<file path="src/rtl/dmem_arbiter.sv">
// dmem_arbiter: two-port arbiter in front of a single data-memory port.
// A request is taken in IDLE, the winner's fields are latched, the memory
// is strobed for one ACCESS cycle, and reads then wait RD_LATENCY cycles
// before the returned word is presented for one RESP cycle.
//
// Handshake: a requester raises req<n> with we/op/addr/wdata and holds all
// of them stable until it sees gnt<n> (one cycle, first ACCESS cycle). The
// grant is the acknowledge; req<n> still high after gnt<n> is a new request.
// Requests are only sampled in IDLE. Read data is qualified by the one-cycle
// rvalid<n> strobe; rdata<n> then holds until that port's next read returns.
module dmem_arbiter #(
    parameter int ADDR_WIDTH = 32,
    parameter int DATA_WIDTH = 32,
    parameter int RD_LATENCY = 1
) (
    input  logic                  clock,
    input  logic                  reset,
    input  logic                  prio_fixed,
    input  logic                  req0,
    input  logic                  we0,
    input  logic [2:0]            op0,
    input  logic [ADDR_WIDTH-1:0] addr0,
    input  logic [DATA_WIDTH-1:0] wdata0,
    input  logic                  req1,
    input  logic                  we1,
    input  logic [2:0]            op1,
    input  logic [ADDR_WIDTH-1:0] addr1,
    input  logic [DATA_WIDTH-1:0] wdata1,
    output logic                  gnt0,
    output logic                  gnt1,
    output logic                  rvalid0,
    output logic                  rvalid1,
    output logic [DATA_WIDTH-1:0] rdata0,
    output logic [DATA_WIDTH-1:0] rdata1,
    output logic [ADDR_WIDTH-1:0] mem_addr,
    output logic [DATA_WIDTH-1:0] mem_din,
    output logic [2:0]            mem_op,
    output logic                  mem_we,
    output logic                  mem_re,
    input  logic [DATA_WIDTH-1:0] mem_dout,
    output logic                  busy,
    output logic [1:0]            fsm_state
);

    localparam int CNT_W = $clog2(RD_LATENCY + 1);

    typedef enum logic [1:0] {
        IDLE   = 2'd0,
        ACCESS = 2'd1,
        WAIT   = 2'd2,
        RESP   = 2'd3
    } state_t;

    state_t             state_q;
    state_t             state_d;
    // owner_q is both the port being served and the last-granted pointer
    logic               owner_q;
    logic               lat_we_q;
    logic [CNT_W-1:0]   cnt_q;
    logic               any_req;
    logic               win;
    logic               last_wait;

    assign last_wait = (cnt_q <= CNT_W'(1));

    // Arbitration and next-state selection
    always_comb begin
        state_d = state_q;
        any_req = req0 | req1;
        win     = 1'b0;
        if (req0 && req1) begin
            // Tie: fixed mode favours port 0, round-robin favours the port
            // that did not win last time.
            win = prio_fixed ? 1'b0 : ~owner_q;
        end else begin
            win = ~req0;
        end
        case (state_q)
            IDLE:    if (any_req) state_d = ACCESS;
            ACCESS:  state_d = lat_we_q ? IDLE : WAIT;
            WAIT:    if (last_wait) state_d = RESP;
            RESP:    state_d = IDLE;
            default: state_d = IDLE;
        endcase
    end

    // State register
    always_ff @(posedge clock) begin
        if (!reset) begin
            state_q <= IDLE;
        end else begin
            state_q <= state_d;
        end
    end

    // Latch the winner's request fields and record it as last granted
    always_ff @(posedge clock) begin
        if (!reset) begin
            owner_q  <= 1'b1;
            lat_we_q <= 1'b0;
            mem_addr <= '0;
            mem_din  <= '0;
            mem_op   <= '0;
        end else if (state_q == IDLE && any_req) begin
            owner_q  <= win;
            lat_we_q <= win ? we1 : we0;
            mem_addr <= win ? addr1 : addr0;
            mem_din  <= win ? wdata1 : wdata0;
            mem_op   <= win ? op1 : op0;
        end
    end

    // Read latency down-counter: loaded on a read ACCESS, runs in WAIT
    always_ff @(posedge clock) begin
        if (!reset) begin
            cnt_q <= '0;
        end else if (state_q == ACCESS && !lat_we_q) begin
            cnt_q <= CNT_W'(RD_LATENCY);
        end else if (state_q == WAIT && cnt_q != '0) begin
            cnt_q <= cnt_q - CNT_W'(1);
        end
    end

    // Capture returned memory data for the owning port on the last WAIT cycle
    always_ff @(posedge clock) begin
        if (!reset) begin
            rdata0 <= '0;
            rdata1 <= '0;
        end else if (state_q == WAIT && last_wait) begin
            if (owner_q) begin
                rdata1 <= mem_dout;
            end else begin
                rdata0 <= mem_dout;
            end
        end
    end

    assign gnt0      = (state_q == ACCESS) && !owner_q;
    assign gnt1      = (state_q == ACCESS) &&  owner_q;
    assign mem_we    = (state_q == ACCESS) &&  lat_we_q;
    assign mem_re    = (state_q == ACCESS) && !lat_we_q;
    assign rvalid0   = (state_q == RESP)   && !owner_q;
    assign rvalid1   = (state_q == RESP)   &&  owner_q;
    assign busy      = (state_q != IDLE);
    assign fsm_state = state_q;

endmodule
</file>
<file path="config.mk">
export PLATFORM = sky130hd
export DESIGN_NAME = dmem_arbiter
export DESIGN_NICKNAME = d
export VERILOG_FILES = /design/src/rtl/dmem_arbiter.sv
export SDC_FILE = /design/constraint.sdc
export NUM_CORES = 1
export LEC_CHECK = 0
export CELL_PAD_IN_SITES_DETAIL_PLACEMENT = 2
export CELL_PAD_IN_SITES_GLOBAL_PLACEMENT = 2
export CORE_MARGIN = 3
export CORE_UTILIZATION = 22
export DETAILED_ROUTE_END_ITERATION = 8
export MAX_ROUTING_LAYER = met4
export PLACE_DENSITY = 0.77
export SLEW_MARGIN = 20
export SYNTH_ARGS = -nofsm -noshare
export SYNTH_HDL_FRONTEND = slang
export SYNTH_SLANG_ARGS = --single-unit
</file>
<file path="constraint.sdc">
create_clock -name clock -period 2.5 [get_ports clock]
set_input_delay 0.375 -clock clock [delete_from_list [all_inputs] [get_ports clock]]
set_output_delay 0.375 -clock clock [all_outputs]
set_load 0.01 [all_outputs]
</file>
### Yosys cells after proc, flatten, opt, wreduce, memory -nomap -nowiden

Cells that the tools add are included.

* flip-flop bits (word level): 136
* logic and storage cells: 49

* add/sub/neg operators: 1
* magnitude comparators: 1
* equality and inequality tests: 5
* mux-type cells: 12
* bitwise logic cells: 3
* reductions and logical operators: 18

Operators with widths (number)
* 2-to-1 mux 32 bit: 2
* logical AND 1 bit: 10
* one-hot mux 2 bit (4 select lines): 1
* 2-to-1 mux 2 bit: 3
* AND reduction 2 bit: 3
* 2-to-1 mux 1 bit: 5
* == test 2 bit (second input constant): 2
* != test 2 bit (second input constant): 2
* nonzero test 2 bit: 2
* 2-to-1 mux 3 bit: 1
* == test 2 x 1 -> 1 bit (second input constant): 1
* logical NOT 1 bit: 2
* logical NOT 2 bit: 1
* NOT 1 bit: 2
* less-or-equal comparator 1 bit (second input constant): 1
* bitwise OR 1 bit: 1
* subtractor 1 bit (second input constant): 1

### Depth between registers and ports, before layout

* depth after elaboration: 4
* gate-level depth with buffers: 7
* mapped depth without buffers: 3

### Worst setup path after synthesis

Ideal clock, no wire load.

* path type: register to register
* start: register with a tool-made name
* end: register mem_din[10]
* arrival: 1.678 ns
* slack: 0.700 ns
* stages on the path, launching flop included: 8
* path buffers: 4
* period minus slack after synthesis: 1.800 ns
* cells stage by stage: dfxtp_1 > or2_1 > buf_2 > or2_1 > buf_2 > buf_6 > buf_6 > o311a_1

RTL lines
* end signal: assignment: RTL line 108 `mem_din <= win ? wdata1 : wdata0;`
* end: declaration: RTL line 36 `output logic [DATA_WIDTH-1:0] mem_din,`

==> impl_metrics.csv <==
group,metric,value,unit
floorplan,dieArea,30500,µm²
logic_synthesis,syn-num-nets,880,
clock_network,numCtsBuffers,17,
clock_network,ctsHoldBuffers,0,
logic_synthesis,syn_inst,707,
setup_path,startpoint_type,"register",
clock_network,cts.repair.resized,0,
clock_network,cts_root_buf,"clkbuf_16",
setup_path,arrival,1.91,ns
logic_synthesis,syn_area,6260,µm²
setup_path,crit_slowest_cell,"clkdlybuf4s50_1",
cells_and_area,fin_cells,1365,
clock_network,clock-sinks,135,
logic_synthesis,yosysSeqAreaShare,43.2,%
setup_path,cp.required,2.12,ns
floorplan,dieWidth,175,µm
route,vias_per_cell,4.76,
grt,grt_pass1_vias,7060,
sta,rsz0062_at_grt,"false",
setup_path,setup.worst_path.class,"reg2out",
cells_and_area,drive_gt1_share,5.89,%
sta,fin_skew,0.0135,ns
placed_design,port_buffers,312,
setup_path,worstPathMaxFanout,10,
sta,drv_slew,0,
cells_and_area,fill_cells,3099,
setup_path,rrSetupSlack,0.56,ns
setup_path,cp_cell_sequence,"nand2b_1 > nor2_2 > clkdlybuf4s50_1",
floorplan,initial_core_util,22.4,%
route,wirelength,26.8,mm
grt,gr-usage-all-layers,17.6,%
route,wire_per_inst,19.6,µm
clock_network,clock_latency,0.43,ns
floorplan,fp-row-count,61,
min_path,min_path_type,"in2reg",
route,ant_nets,0,
setup_path,cpLargestDelayFamily,"buffers and inverters",
floorplan,io_pins,313,
logic_synthesis,synth_cell_types,24,
outcome,status,"finished clean",
sta,setup_violations,0,
placed_design,dp.cells,1331,
sta,hold_violations,0,
clock_network,clk_pin_slew,0.07,ns
floorplan,chipHeight,175,µm
setup_path,crit_buf_inv,1,
route,first_pass_iters,4,
sta,fin_setup_tns,0,ns
placed_design,place_hpwl,18.5,mm
route,drt_iter0_drc,189,
clock_network,cts_buffer_depth,2,
route,vias,6494,
logic_synthesis,ys_ff_latch,135,
cells_and_area,area_delta_synth_final,64.5,%
sta,fin_crit,2.28,ns
cells_and_area,fin_nets,1145,
route,drc,0,
floorplan,core_area,27900,µm²
setup_path,critPathMaxStageDelay,0.61,ns
clock_network,cts_htree_levels,4,
sta,fmax,438,MHz
logic_synthesis,ys_warn_count,0,
clock_network,cts_tree,"done",
placed_design,gp_congestion,0.724,
sta,post-route-period-util,91.3,%
logic_synthesis,avgSynthCellArea,8.86,µm²
grt,antenna_found_initial,2,
job,cap_violations,0,
clock_network,cts_setup_buffers,0,
setup_path,end_kind,"primary output",
grt,grt_max_degree,139,
power,p_per_area,620,nW/µm²
power,p_leak,3.94,nW
sta,relSlewSlack,47.1,%
power,vdd_drop_max,0.000375,V
grt,grt_pass1_wl,41.3,mm
sta,worst_pin_slew,0.794,ns
grt,grt-ovfl-total,0,
[stage by stage]
stage	total power, mW	worst slack [ns]	util [%]	area, µm²	hold slack, ns
2_1_floorplan	3.13	0.700	-	6260	0.488
3_3_place_gp	3.96	0.287	34.8	9730	0.449
3_5_place_dp	3.99	0.261	34.8	9730	0.458
4_1_cts	6.53	0.00566	36.8	10300	0.438
5_1_grt	6.74	0.0496	36.9	10300	0.470
6_report	6.39	0.217	36.9	10300	0.444
[cell usage after synthesis]
library cell | count | area share [%]
and2_1 | 1 | 0.10
and3b_1 | 1 | 0.14
nor3_1 | 1 | 0.080
clkbuf_1 | 78 | 4.7
inv_1 | 2 | 0.12
nor2b_1 | 1 | 0.10
or2_1 | 2 | 0.20
nand2b_1 | 1 | 0.10
nor3b_1 | 2 | 0.24
and3_1 | 68 | 6.8
nand3b_1 | 1 | 0.12
o21ai_0 | 2 | 0.16
or3b_2 | 1 | 0.14
o211ai_1 | 1 | 0.12
nor2_1 | 7 | 0.42
o21bai_1 | 67 | 8.0
nand2_1 | 129 | 7.7
o21a_1 | 1 | 0.12
o311a_1 | 68 | 11
or3b_1 | 1 | 0.14
dfxtp_1 | 135 | 43
a21boi_0 | 132 | 16
buf_6 | 2 | 0.36
buf_2 | 3 | 0.24
[final cells by class]
| cell class | instances | area, µm² | area share, % |
|---|---|---|---|
| inverter | 2 | 7.51 | 0.0729 |
| sequential | 135 | 2700 | 26.2 |
| multi-input combinational | 487 | 3240 | 31.4 |
| tap | 378 | 473 | 4.59 |
| clock buffer | 18 | 439 | 4.26 |
| antenna | 2 | 5.00 | 0.0486 |
| timing repair buffer | 329 | 3310 | 32.1 |
| clock inverter | 14 | 128 | 1.24 |
[sequential cells by signal, summed over array words and instances (netlist names), named ones only]
name / flops
rdata0: 32
lat_we_q: 1
mem_op: 3
owner_q: 1
rdata1: 32
mem_din: 32
fsm_state: 1
mem_addr: 32
[cell usage in the layout, fill, tap and decap left out, types with 4 or more instances in the layout]
cell type | netlist | layout
clkinvlp_4 | 0 | 4
nor2_1 | 7 | 5
clkdlybuf4s50_1 | 0 | 310
clkbuf_16 | 0 | 17
o21bai_1 | 67 | 67
and3_1 | 68 | 68
buf_4 | 0 | 14
nand2_1 | 129 | 129
dfxtp_1 | 135 | 135
o311a_1 | 68 | 68
a21boi_0 | 132 | 132
inv_6 | 0 | 5
buf_12 | 0 | 5
inv_8 | 0 | 4
[worst register-to-register path: cells and delay by family (launching register included)]
kind	cells	cell delay [ns]
AO/OA/AOI/OAI	1	0.46
buffers and inverters	2	0.44
flip-flops	1	0.31
AND/OR/NAND/NOR	2	0.63
[layer usage]
layer	wire, µm	track usage [%]
met1	11000	19.5
met2	12900	29.6
met3	2500	7.54
met4	376	3.82
met5	0	-
[power by group]
group / total (mW) / internal, mW / switching [mW] / leakage, nW
Clock: 2.47 / 1.34 / 1.13 / 0.268
Combinational: 1.50 / 0.847 / 0.649 / 2.56
Sequential: 2.42 / 2.33 / 0.0952 / 1.11
Total: 6.39 / 4.51 / 1.88 / 3.94
[cell families (layout without fill, tap and decap cells)]
family / after synthesis / after routing / share of synthesized area, %
AOI/OAI and AO/OA: 271 / 271 / 35.1
DFF: 135 / 135 / 43.2
other: 0 / 2 / 0
and+or+nand+nor: 216 / 216 / 16.3
buffers and inverters: 85 / 363 / 5.40
[path summary, 6_finish.rpt]
check          startpoint      endpoint  depth (start not counted)
min                 reset  mem_addr[22]                          2
max              register        mem_re                          3
min reg2reg    rdata0[23]    rdata0[23]                          2
max reg2reg  fsm_state[0]   mem_din[22]                          5
No activity file was read; power rests on OpenSTA's default activity.
